## src/rtl/axi4_lite_master_rw.sv

```systemverilog
// axi4_lite_master_rw: single-outstanding AXI4-Lite master.
// Turns one valid/ready command into one read or write transaction.
module axi4_lite_master_rw #(
    parameter int C_ADDR_WIDTH = 12,
    // Only 32 and 64 are supported.
    parameter int C_AXI_WIDTH  = 32
) (
    input  logic                      clk,
    input  logic                      rst_n,
    input  logic                      cmd_valid,
    output logic                      cmd_ready,
    input  logic                      cmd_write,
    input  logic [C_ADDR_WIDTH-1:0]   cmd_addr,
    input  logic [C_AXI_WIDTH-1:0]    cmd_wdata,
    input  logic [C_AXI_WIDTH/8-1:0]  cmd_wstrb,
    output logic                      rsp_valid,
    input  logic                      rsp_ready,
    output logic                      rsp_write,
    output logic [1:0]                rsp_resp,
    output logic [C_AXI_WIDTH-1:0]    rsp_rdata,
    output logic [C_ADDR_WIDTH-1:0]   m_axi_awaddr,
    output logic [2:0]                m_axi_awprot,
    output logic                      m_axi_awvalid,
    input  logic                      m_axi_awready,
    output logic [C_AXI_WIDTH-1:0]    m_axi_wdata,
    output logic [C_AXI_WIDTH/8-1:0]  m_axi_wstrb,
    output logic                      m_axi_wvalid,
    input  logic                      m_axi_wready,
    input  logic [1:0]                m_axi_bresp,
    input  logic                      m_axi_bvalid,
    output logic                      m_axi_bready,
    output logic [C_ADDR_WIDTH-1:0]   m_axi_araddr,
    output logic [2:0]                m_axi_arprot,
    output logic                      m_axi_arvalid,
    input  logic                      m_axi_arready,
    input  logic [C_AXI_WIDTH-1:0]    m_axi_rdata,
    input  logic [1:0]                m_axi_rresp,
    input  logic                      m_axi_rvalid,
    output logic                      m_axi_rready
);

    localparam int LSB = $clog2(C_AXI_WIDTH / 8);

    typedef enum logic [2:0] {
        IDLE,
        WRITE,
        WRITE_RESP,
        READ_ADDR,
        READ_DATA,
        RESPOND
    } state_t;

    state_t                     state;
    logic [C_ADDR_WIDTH-1:0]    addr_q;
    logic [C_AXI_WIDTH-1:0]     wdata_q;
    logic [C_AXI_WIDTH/8-1:0]   wstrb_q;
    logic                       misaligned;
    logic                       aw_fin;
    logic                       w_fin;

    // A valid that is already low in WRITE means its handshake is done.
    assign misaligned = (cmd_addr[LSB-1:0] != '0);
    assign aw_fin     = !m_axi_awvalid || m_axi_awready;
    assign w_fin      = !m_axi_wvalid || m_axi_wready;

    assign cmd_ready    = (state == IDLE) && rst_n;
    assign m_axi_awaddr = addr_q;
    assign m_axi_araddr = addr_q;
    assign m_axi_awprot = 3'b000;
    assign m_axi_arprot = 3'b000;
    assign m_axi_wdata  = wdata_q;
    assign m_axi_wstrb  = wstrb_q;

    // Transaction FSM with registered AXI and response outputs.
    always_ff @(posedge clk) begin
        if (!rst_n) begin
            state         <= IDLE;
            addr_q        <= '0;
            wdata_q       <= '0;
            wstrb_q       <= '0;
            m_axi_awvalid <= 1'b0;
            m_axi_wvalid  <= 1'b0;
            m_axi_bready  <= 1'b0;
            m_axi_arvalid <= 1'b0;
            m_axi_rready  <= 1'b0;
            rsp_valid     <= 1'b0;
            rsp_write     <= 1'b0;
            rsp_resp      <= 2'b00;
            rsp_rdata     <= '0;
        end else begin
            case (state)
                IDLE: begin
                    if (cmd_valid) begin
                        addr_q  <= cmd_addr;
                        wdata_q <= cmd_wdata;
                        wstrb_q <= cmd_wstrb;
                        if (misaligned) begin
                            rsp_valid <= 1'b1;
                            rsp_write <= cmd_write;
                            rsp_resp  <= 2'b10;
                            rsp_rdata <= '0;
                            state     <= RESPOND;
                        end else if (cmd_write) begin
                            m_axi_awvalid <= 1'b1;
                            m_axi_wvalid  <= 1'b1;
                            m_axi_bready  <= 1'b1;
                            state         <= WRITE;
                        end else begin
                            m_axi_arvalid <= 1'b1;
                            state         <= READ_ADDR;
                        end
                    end
                end
                WRITE: begin
                    if (m_axi_awready) m_axi_awvalid <= 1'b0;
                    if (m_axi_wready)  m_axi_wvalid  <= 1'b0;
                    if (aw_fin && w_fin) begin
                        if (m_axi_bvalid) begin
                            m_axi_bready <= 1'b0;
                            rsp_valid    <= 1'b1;
                            rsp_write    <= 1'b1;
                            rsp_resp     <= m_axi_bresp;
                            rsp_rdata    <= '0;
                            state        <= RESPOND;
                        end else begin
                            state <= WRITE_RESP;
                        end
                    end
                end
                WRITE_RESP: begin
                    if (m_axi_bvalid) begin
                        m_axi_bready <= 1'b0;
                        rsp_valid    <= 1'b1;
                        rsp_write    <= 1'b1;
                        rsp_resp     <= m_axi_bresp;
                        rsp_rdata    <= '0;
                        state        <= RESPOND;
                    end
                end
                READ_ADDR: begin
                    if (m_axi_arready) begin
                        m_axi_arvalid <= 1'b0;
                        m_axi_rready  <= 1'b1;
                        state         <= READ_DATA;
                    end
                end
                READ_DATA: begin
                    if (m_axi_rvalid) begin
                        m_axi_rready <= 1'b0;
                        rsp_valid    <= 1'b1;
                        rsp_write    <= 1'b0;
                        rsp_resp     <= m_axi_rresp;
                        rsp_rdata    <= m_axi_rresp[1] ? '0 : m_axi_rdata;
                        state        <= RESPOND;
                    end
                end
                RESPOND: begin
                    if (rsp_ready) begin
                        rsp_valid <= 1'b0;
                        state     <= IDLE;
                    end
                end
                default: state <= IDLE;
            endcase
        end
    end

endmodule

```

## config.mk

```make
export PLATFORM = sky130hd
export DESIGN_NAME = axi4_lite_master_rw
export DESIGN_NICKNAME = d
export VERILOG_FILES = /design/src/rtl/axi4_lite_master_rw.sv
export SDC_FILE = /design/constraint.sdc
export NUM_CORES = 1
export LEC_CHECK = 0
export CORE_MARGIN = 4
export CORE_UTILIZATION = 40
export CTS_CLUSTER_SIZE = 25
export DETAILED_ROUTE_END_ITERATION = 8
export PLACE_DENSITY_LB_ADDON = 0.3
export SKIP_CTS_REPAIR_TIMING = 1
export SYNTH_ARGS = -nofsm -noshare
export SYNTH_HDL_FRONTEND = slang
export SYNTH_SLANG_ARGS = --single-unit
```

## constraint.sdc

```tcl
create_clock -name clk -period 2.3 [get_ports clk]
set_input_delay 0.46 -clock clk [delete_from_list [all_inputs] [get_ports clk]]
set_output_delay 0.46 -clock clk [all_outputs]
set_load 0.01 [all_outputs]
```

After elaboration in Yosys (flattened, before gate mapping)

Cells that the tools add are included.

Register bits: 92
Input bits: 94

Reductions and logical operators: 23
Multiplexer cells: 53
Eq/ne operators: 17

Operators by type and width:

| cell                 | count |
|---|---|
| $mux W32             | 6 |
| $pmux W32 S4         | 1 |
| $reduce_and A5 Y1    | 5 |
| $mux W3              | 8 |
| $ne A2 B2 Y1 const B | 12 |
| $mux W1              | 23 |
| $pmux W3 S6          | 1 |
| $mux W2              | 6 |
| $reduce_and A6 Y1    | 2 |
| $pmux W1 S2          | 4 |
| $pmux W2 S4          | 1 |
| $reduce_bool A2 Y1   | 4 |
| $eq A3 B2 Y1 const B | 2 |
| $eq A3 B3 Y1 const B | 2 |
| $pmux W1 S5          | 1 |
| $reduce_bool A5 Y1   | 1 |
| $pmux W1 S4          | 1 |
| $reduce_bool A4 Y1   | 1 |
| $eq A3 B1 Y1 const B | 1 |
| $logic_not A3 Y1     | 1 |
| $pmux W1 S3          | 1 |
| $reduce_and A3 Y1    | 1 |
| $reduce_bool A3 Y1   | 1 |
| $logic_and A1 B1 Y1  | 2 |
| other kinds (3)      | 5 |

Longest topological paths before layout

Gate-level depths: netlist (run 1).

Word-level depth: 5
Depth in mapped cells: 8
Depth with buffers taken out: 5

Worst setup path after synthesis (run 1)

Ideal clock, no wire load.

Path type: input to register
Start point: input m_axi_bvalid
End point: register rsp_resp[0]
Setup time: 0.116 ns
Slack: 0.621 ns
Stages on the path: 6
Buffers on the path: 2
Arrival: 1.563 ns
Cell sequence: clkbuf_1 a311oi_1 nor4b_4 buf_6 o221ai_1 o211a_1

Word-level cells in the longest chain between the ends: 3

RTL lines:

| element              | line | source |
|---|---|---|
| from (decl)          | 30   | `input logic m_axi_bvalid,` |
| $mux W2 (*)          | --   |  |
| $mux W2              | --   |  |
| $pmux W2 S4 (*)      | --   |  |
| to (signal assigned) | 122  | `rsp_resp <= m_axi_bresp;` |
| to (signal assigned) | 135  | `rsp_resp <= m_axi_bresp;` |
| to (signal assigned) | 152  | `rsp_resp <= m_axi_rresp;` |
| to (decl)            | 19   | `output logic [1:0] rsp_resp,` |

Every way passes the cells marked *; elsewhere a longest branch is shown, timed or not. The select of a mux whose other input is x is not followed.
A chain may end at the register's enable or synchronous reset.

Worst setup path after layout (run 1)

Start point: register state[2]
End point: output cmd_ready

Word-level cells in the longest chain between the ends: 2

RTL lines:

| element                | line | source |
|---|---|---|
| from (decl)            | 53   | `state_t state;` |
| from (signal assigned) | 77   | `state <= IDLE;` |
| from (signal assigned) | 102  | `state <= RESPOND;` |
| from (signal assigned) | 107  | `state <= WRITE;` |
| $logic_not A3 Y1       | 66   | `assign cmd_ready = (state == IDLE) && rst_n;` |
| $logic_and A1 B1 Y1    | 66   |  |
| to (decl)              | 11   | `output logic cmd_ready,` |

Every way passes these cells.

==> impl_metrics.csv, run 1 <==
group,metric,value,unit
timing,setup_ws,0.0872,ns
clock_network,clk_pin_slew,0.08,ns
yosys,yosysTopAreaCell,"dfxtp_1",
yosys,ys.warnings.count,0,
clock_network,cts_root_buf,"clkbuf_8",
timing,clock.fmax,452,MHz
critical_path,required,1.84,ns
clock_network,htreeDepth,3,
timing,worst_slew_pin_slew,0.492,ns
layout,fin_util,0.648,
yosys,yosysTopAreaCellShare,0.471,
grt,grt_pass1_wl,17900,um
hold_path,hold_end,"rsp_rdata[9]",
route,finalWirelength,11400,um
timing,slew_viol_final,0,
clock_network,clk-insertion-delay-late,0.34,ns
yosys,ys_seq_area_frac,0.471,
route,wl_per_cell,14.5,um
critical_path,r2r_cells,6,
yosys,synth.area.top_cells,"dfxtp_1, nand2_1, a21boi_0",
layout,fillCellCount,836,
timing,min_period,2.21,ns
grt,grt.overflow.total,0,
timing,hold_ws,0.460,ns
placement,place_area,5860,sq um
grt,antenna_found_initial,0,
clock_network,cts_buffers,9,
critical_path,r2r-end,"rsp_rdata[7]",
clock_network,cts_sinks,92,
placement,dp_hpwl,8330,um
hold_path,min_path_type,"flop to flop",
yosys,ys_seq_elements,92,
placement,io_buffers,195,
layout,design_area,6080,sq um
power,vdd_drop_max,0.481,mV
route,drc,0,
critical_path,startpoint_type,"flop",
timing,relSlewSlack,0.670,
clock_network,clockBufferDepth,2,
yosys,synth_common_cells,"nand2_1, dfxtp_1, a21boi_0",
layout,syn_to_final_growth,55.4,%
critical_path,critical_path_class,"flop to output pin",
grt,grt.total_usage,0.191,
timing,skew,0.0154,ns
route,dr.pass1.iters,4,
die,coreArea,9370,sq um
placement,gp_congestion,0.894,
route,via_count,3866,
yosys,synth_cell_types,43,
grt,grt_pass1_vias,3707,
layout,seq_area,1840,sq um
yosys,yosysMostFrequentCell,"nand2_1",
critical_path,rrSetupSlack,0.24,ns
die,io_pins,202,
yosys,synth_edf_count,0,
layout,diodes,0,
route,first_iter_violations,123,
timing,setup_viol,0,
critical_path,worstPathMaxFanout,14,
yosys,netlist_area,3910,sq um
grt,grt_max_degree,98,
hold_path,hold-path-cell-count,2,
critical_path,worstPathArrival,1.75,ns
die,die_h,107,um
die,fp-row-count,35,
critical_path,startpoint,"state[2]",
run,maxCapViolations,0,
die,chipWidth,107,um
critical_path,critPathMaxStageDelay,0.56,ns
clock_network,cts_tree,"done",
yosys,synth-async-reset-ratio,0,
timing,hold_viol,0,
hold_path,hp-start,"rsp_rdata[9]",
yosys,synth-main-ff-cell,"dfxtp_1",
layout,multi_input_area,1770,sq um
timing,fin_crit_sh,0.962,
yosys,syn_area_per_cell,8.08,sq um
critical_path,cp_cell_sequence,"nor3_2, and2_1, clkdlybuf4s50_1",
power,p_leak,2.14,nW
power,powerDensity,886,nW/um^2
route,ant_nets,0,
route,vias_per_cell,4.93,
critical_path,cp_top_family,"buffers and inverters",
critical_path,crit_path_end_kind,"output pin",
layout,nets,744,
placement,dp_slack,-0.0403,ns
yosys,synth_cells,484,
critical_path,rr_startpoint,"state[2]",
die,start_util,0.417,
critical_path,crit_slowest_cell,"clkdlybuf4s50_1",
layout,drive_above_1_share,0.0489,
critical_path,cp_num_buf_inv,1,
status,status,"completed",
die,die_area,11400,sq um
cell usage in the layout, fill, tap and decap left out, types with 3 or more instances in the layout:
master and n:
clkbuf_8 9, a21boi_0 48, o21ai_0 37, nor2_1 8, nand3_1 34, nor4_1 3
a21oi_1 14, buf_12 3, dfxtp_1 91, buf_4 9, o21a_1 4, inv_1 3
clkdlybuf4s50_1 194, nand2b_1 5, nor3_1 4, nor2b_1 5, conb_1 6, nand2_1 138
mux2i_1 3
cell type report:
class	instances	share of cell area
timing repair buffer	207	0.341
multi-input combinational	337	0.292
sequential	92	0.303
inverter	3	0.00185
tap	129	0.0266
clock buffer	11	0.0216
clock inverter	5	0.0138
worst max path at each step:
stage | depth (start not counted) | end | slack [ns]
finish | 3 | cmd_ready | 0.09
global route | 3 | cmd_ready | -0.00001
CTS | 3 | cmd_ready | -0.09
detailed placement | 7 | rsp_rdata[7] | -0.04
global placement | 7 | rsp_resp[1] | 0.07
floorplan | 6 | rsp_resp[0] | 0.62
routing by layer:
layer / share of wire / vias to the layer above / global-route usage
met2: 0.48 / 152 / 0.329
met5: 0 / - / 0
met4: 0.020 / 0 / 0.0694
met3: 0.087 / 17 / 0.0596
met1: 0.41 / 1763 / 0.222
li1: - / 1934 / -
where the power goes:
group / internal, mW / switching, mW
Combinational: 1.06 / 1.12
Clock: 0.618 / 0.559
Sequential: 1.85 / 0.192
Total: 3.52 / 1.87
stage by stage:
step           std cells  setup TNS (ns)  power [mW]
2_1_floorplan        489               0        3.32
3_3_place_gp         768               0        4.19
3_5_place_dp         768         -0.0615        4.25
4_1_cts              784         -0.0860        5.43
5_1_grt              784      -0.0000130        5.71
6_report             784               0        5.39
cells by family after synthesis:
| kind of cell | count (synthesis) | share of synthesized area |
|---|---|---|
| buffers and inverters | 60 | 0.0819 |
| DFF | 92 | 0.471 |
| adders and majority gates | 1 | 0.00256 |
| muxes | 3 | 0.00768 |
| AOI/OAI and AO/OA | 117 | 0.197 |
| and+or+nand+nor | 210 | 0.239 |
| other | 1 | 0.000959 |
state kept, by name (all words and copies together), names as in the netlist:
signal	cells
m_axi_wvalid	1
m_axi_araddr	12
m_axi_wstrb	4
m_axi_wdata	32
rsp_write	1
m_axi_rready	1
m_axi_awvalid	1
m_axi_arvalid	1
state	3
m_axi_bready	1
rsp_resp	2
rsp_rdata	32
rsp_valid	1
worst min-delay path: stages, from the launching register on:
cell and delay [ns]:
dfxtp_1 0.32, nand2_1 0.05, o21ai_0 0.06
Power figures use the tool's default switching activity.
==> run 2, diff against run 1 <==
Settings changed: CORE_MARGIN 4 to 1, CORE_UTILIZATION 40 to 41, CTS_BUF_LIST set to sky130_fd_sc_hd__clkbuf_4 sky130_fd_sc_hd__clkbuf_8.
==> run 2 against run 1 <==
Against the previous run: non-clock buffer count is 7 higher; routed wire length fell by 3.9%; worst hold slack is essentially flat; sequential power about the same; clock power fell by 18%.
==> impl_metrics.csv, run 2 (synthesized netlist as in run 1, its figures left out) <==
group,metric,value,unit
clock_network,cts_tree,"done",
route,via_count,3883,
timing,fin_crit_sh,0.944,
route,ant_nets,0,
die,start_util,0.423,
layout,drive_above_1_share,0.0651,
route,first_iter_violations,141,
critical_path,r2r_cells,7,
timing,setup_viol,0,
layout,syn_to_final_growth,55.0,%
hold_path,hp-start,"rsp_rdata[15]",
route,wl_per_cell,13.9,um
timing,slew_viol_final,0,
placement,placed_cells,775,
clock_network,clk-insertion-delay-late,0.35,ns
layout,layout_commonest_cell,"clkdlybuf4s50_1",
critical_path,rrSetupSlack,0.30,ns
layout,final_cells,790,
layout,final_cell_mix,"clkdlybuf4s50_1, nand2_1, dfxtp_1",
timing,min_period,2.17,ns
layout,multi_input_area,1770,sq um
timing,rsz0062_at_grt,"no",
die,die_h,99.7,um
placement,place_area,5880,sq um
die,io_pins,202,
critical_path,cp_num_buf_inv,1,
layout,design_area,6060,sq um
placement,gp_congestion,0.846,
route,drc,0,
grt,grt_max_degree,54,
power,powerDensity,862,nW/um^2
clock_network,cts_buffers,9,
timing,skew,0.0132,ns
layout,fillCellCount,764,
critical_path,worstPathArrival,1.71,ns
critical_path,cp_cell_sequence,"nor3_2, and2_1, clkdlybuf4s50_1",
layout,seq_area,1850,sq um
grt,antenna_found_initial,0,
clock_network,cts_sinks,92,
die,chipWidth,99.7,um
clock_network,clockBufferDepth,2,
grt,grt.overflow.total,0,
power,p_leak,2.15,nW
layout,nets,751,
grt,grt_pass1_vias,3629,
route,vias_per_cell,4.92,
placement,dp_hpwl,8000,um
critical_path,critical_path_class,"flop to output pin",
die,coreArea,9240,sq um
clock_network,clk_pin_slew,0.09,ns
status,status,"completed",
placement,io_buffers,195,
route,finalWirelength,10900,um
hold_path,min_path_type,"flop to flop",
critical_path,crit_slowest_cell,"clkdlybuf4s50_1",
die,die_area,9930,sq um
grt,grt.total_usage,0.221,
die,fp-row-count,35,
critical_path,crit_path_end_kind,"output pin",
critical_path,critPathMaxStageDelay,0.56,ns
critical_path,rr_startpoint,"state[2]",
hold_path,hold_end,"rsp_rdata[15]",
critical_path,worstPathMaxFanout,11,
power,vdd_drop_max,0.527,mV
grt,grt_pass1_wl,17600,um
timing,hold_viol,0,
run,maxCapViolations,0,
hold_path,hold-path-cell-count,2,
critical_path,cp_top_family,"buffers and inverters",
clock_network,htreeDepth,3,
route,dr.pass1.iters,4,
timing,clock.fmax,460,MHz
critical_path,startpoint_type,"flop",
layout,diodes,0,
critical_path,r2r-end,"rsp_rdata[22]",
critical_path,required,1.84,ns
clock_network,cts_root_buf,"clkbuf_8",
[run 2: worst max path at each step]
stage	start	to	cells past startpoint
global placement	m_axi_awready	rsp_rdata[15]	8
detailed placement	m_axi_wready	rsp_rdata[22]	8
floorplan	m_axi_bvalid	rsp_resp[0]	6
global route	state[0]	cmd_ready	3
finish	state[0]	cmd_ready	3
CTS	state[2]	cmd_ready	3
[run 2: area by class of cell]
cell class | instances | area share
multi-input cells | 337 | 0.292
clock buffers | 10 | 0.0217
flip-flops and latches | 92 | 0.304
clock inverters | 5 | 0.00619
repair buffers | 214 | 0.347
inverters | 3 | 0.00186
well taps | 129 | 0.0266
[run 2: routing by layer]
metal  global-route usage  vias to the layer above  wire length [um]
met2                0.374                      148              5320
li1                     -                     1947                 -
met4               0.0701                        0               123
met3               0.0639                       12               822
met1                0.271                     1776              4680
met5                    0                        -                 0
[run 2: stage by stage]
stage	setup TNS, ns	utilization	setup slack (ns)	hold WS (ns)	power [mW]
floorplan	0	-	0.621	0.480	3.32
global placement	0	0.637	0.0756	0.442	4.22
detailed placement	-0.00347	0.637	-0.00347	0.453	4.28
CTS	-0.0692	0.655	-0.0692	0.465	5.26
global route	0	0.656	0.0368	0.485	5.60
finish	0	0.656	0.128	0.460	5.22
[run 2: tightest hold or removal path, stage by stage, from the launching register on]
cell     delay, ns
dfxtp_1       0.32
nand2_1       0.05
o21ai_0       0.06
[run 2: where the power goes]
| group | switching [mW] | internal, mW | leakage (nW) | total (mW) |
|---|---|---|---|---|
| clock network | 0.563 | 0.406 | 0.0826 | 0.968 |
| logic | 1.12 | 1.09 | 1.32 | 2.21 |
| registers | 0.195 | 1.85 | 0.751 | 2.04 |
| total | 1.88 | 3.35 | 2.15 | 5.22 |
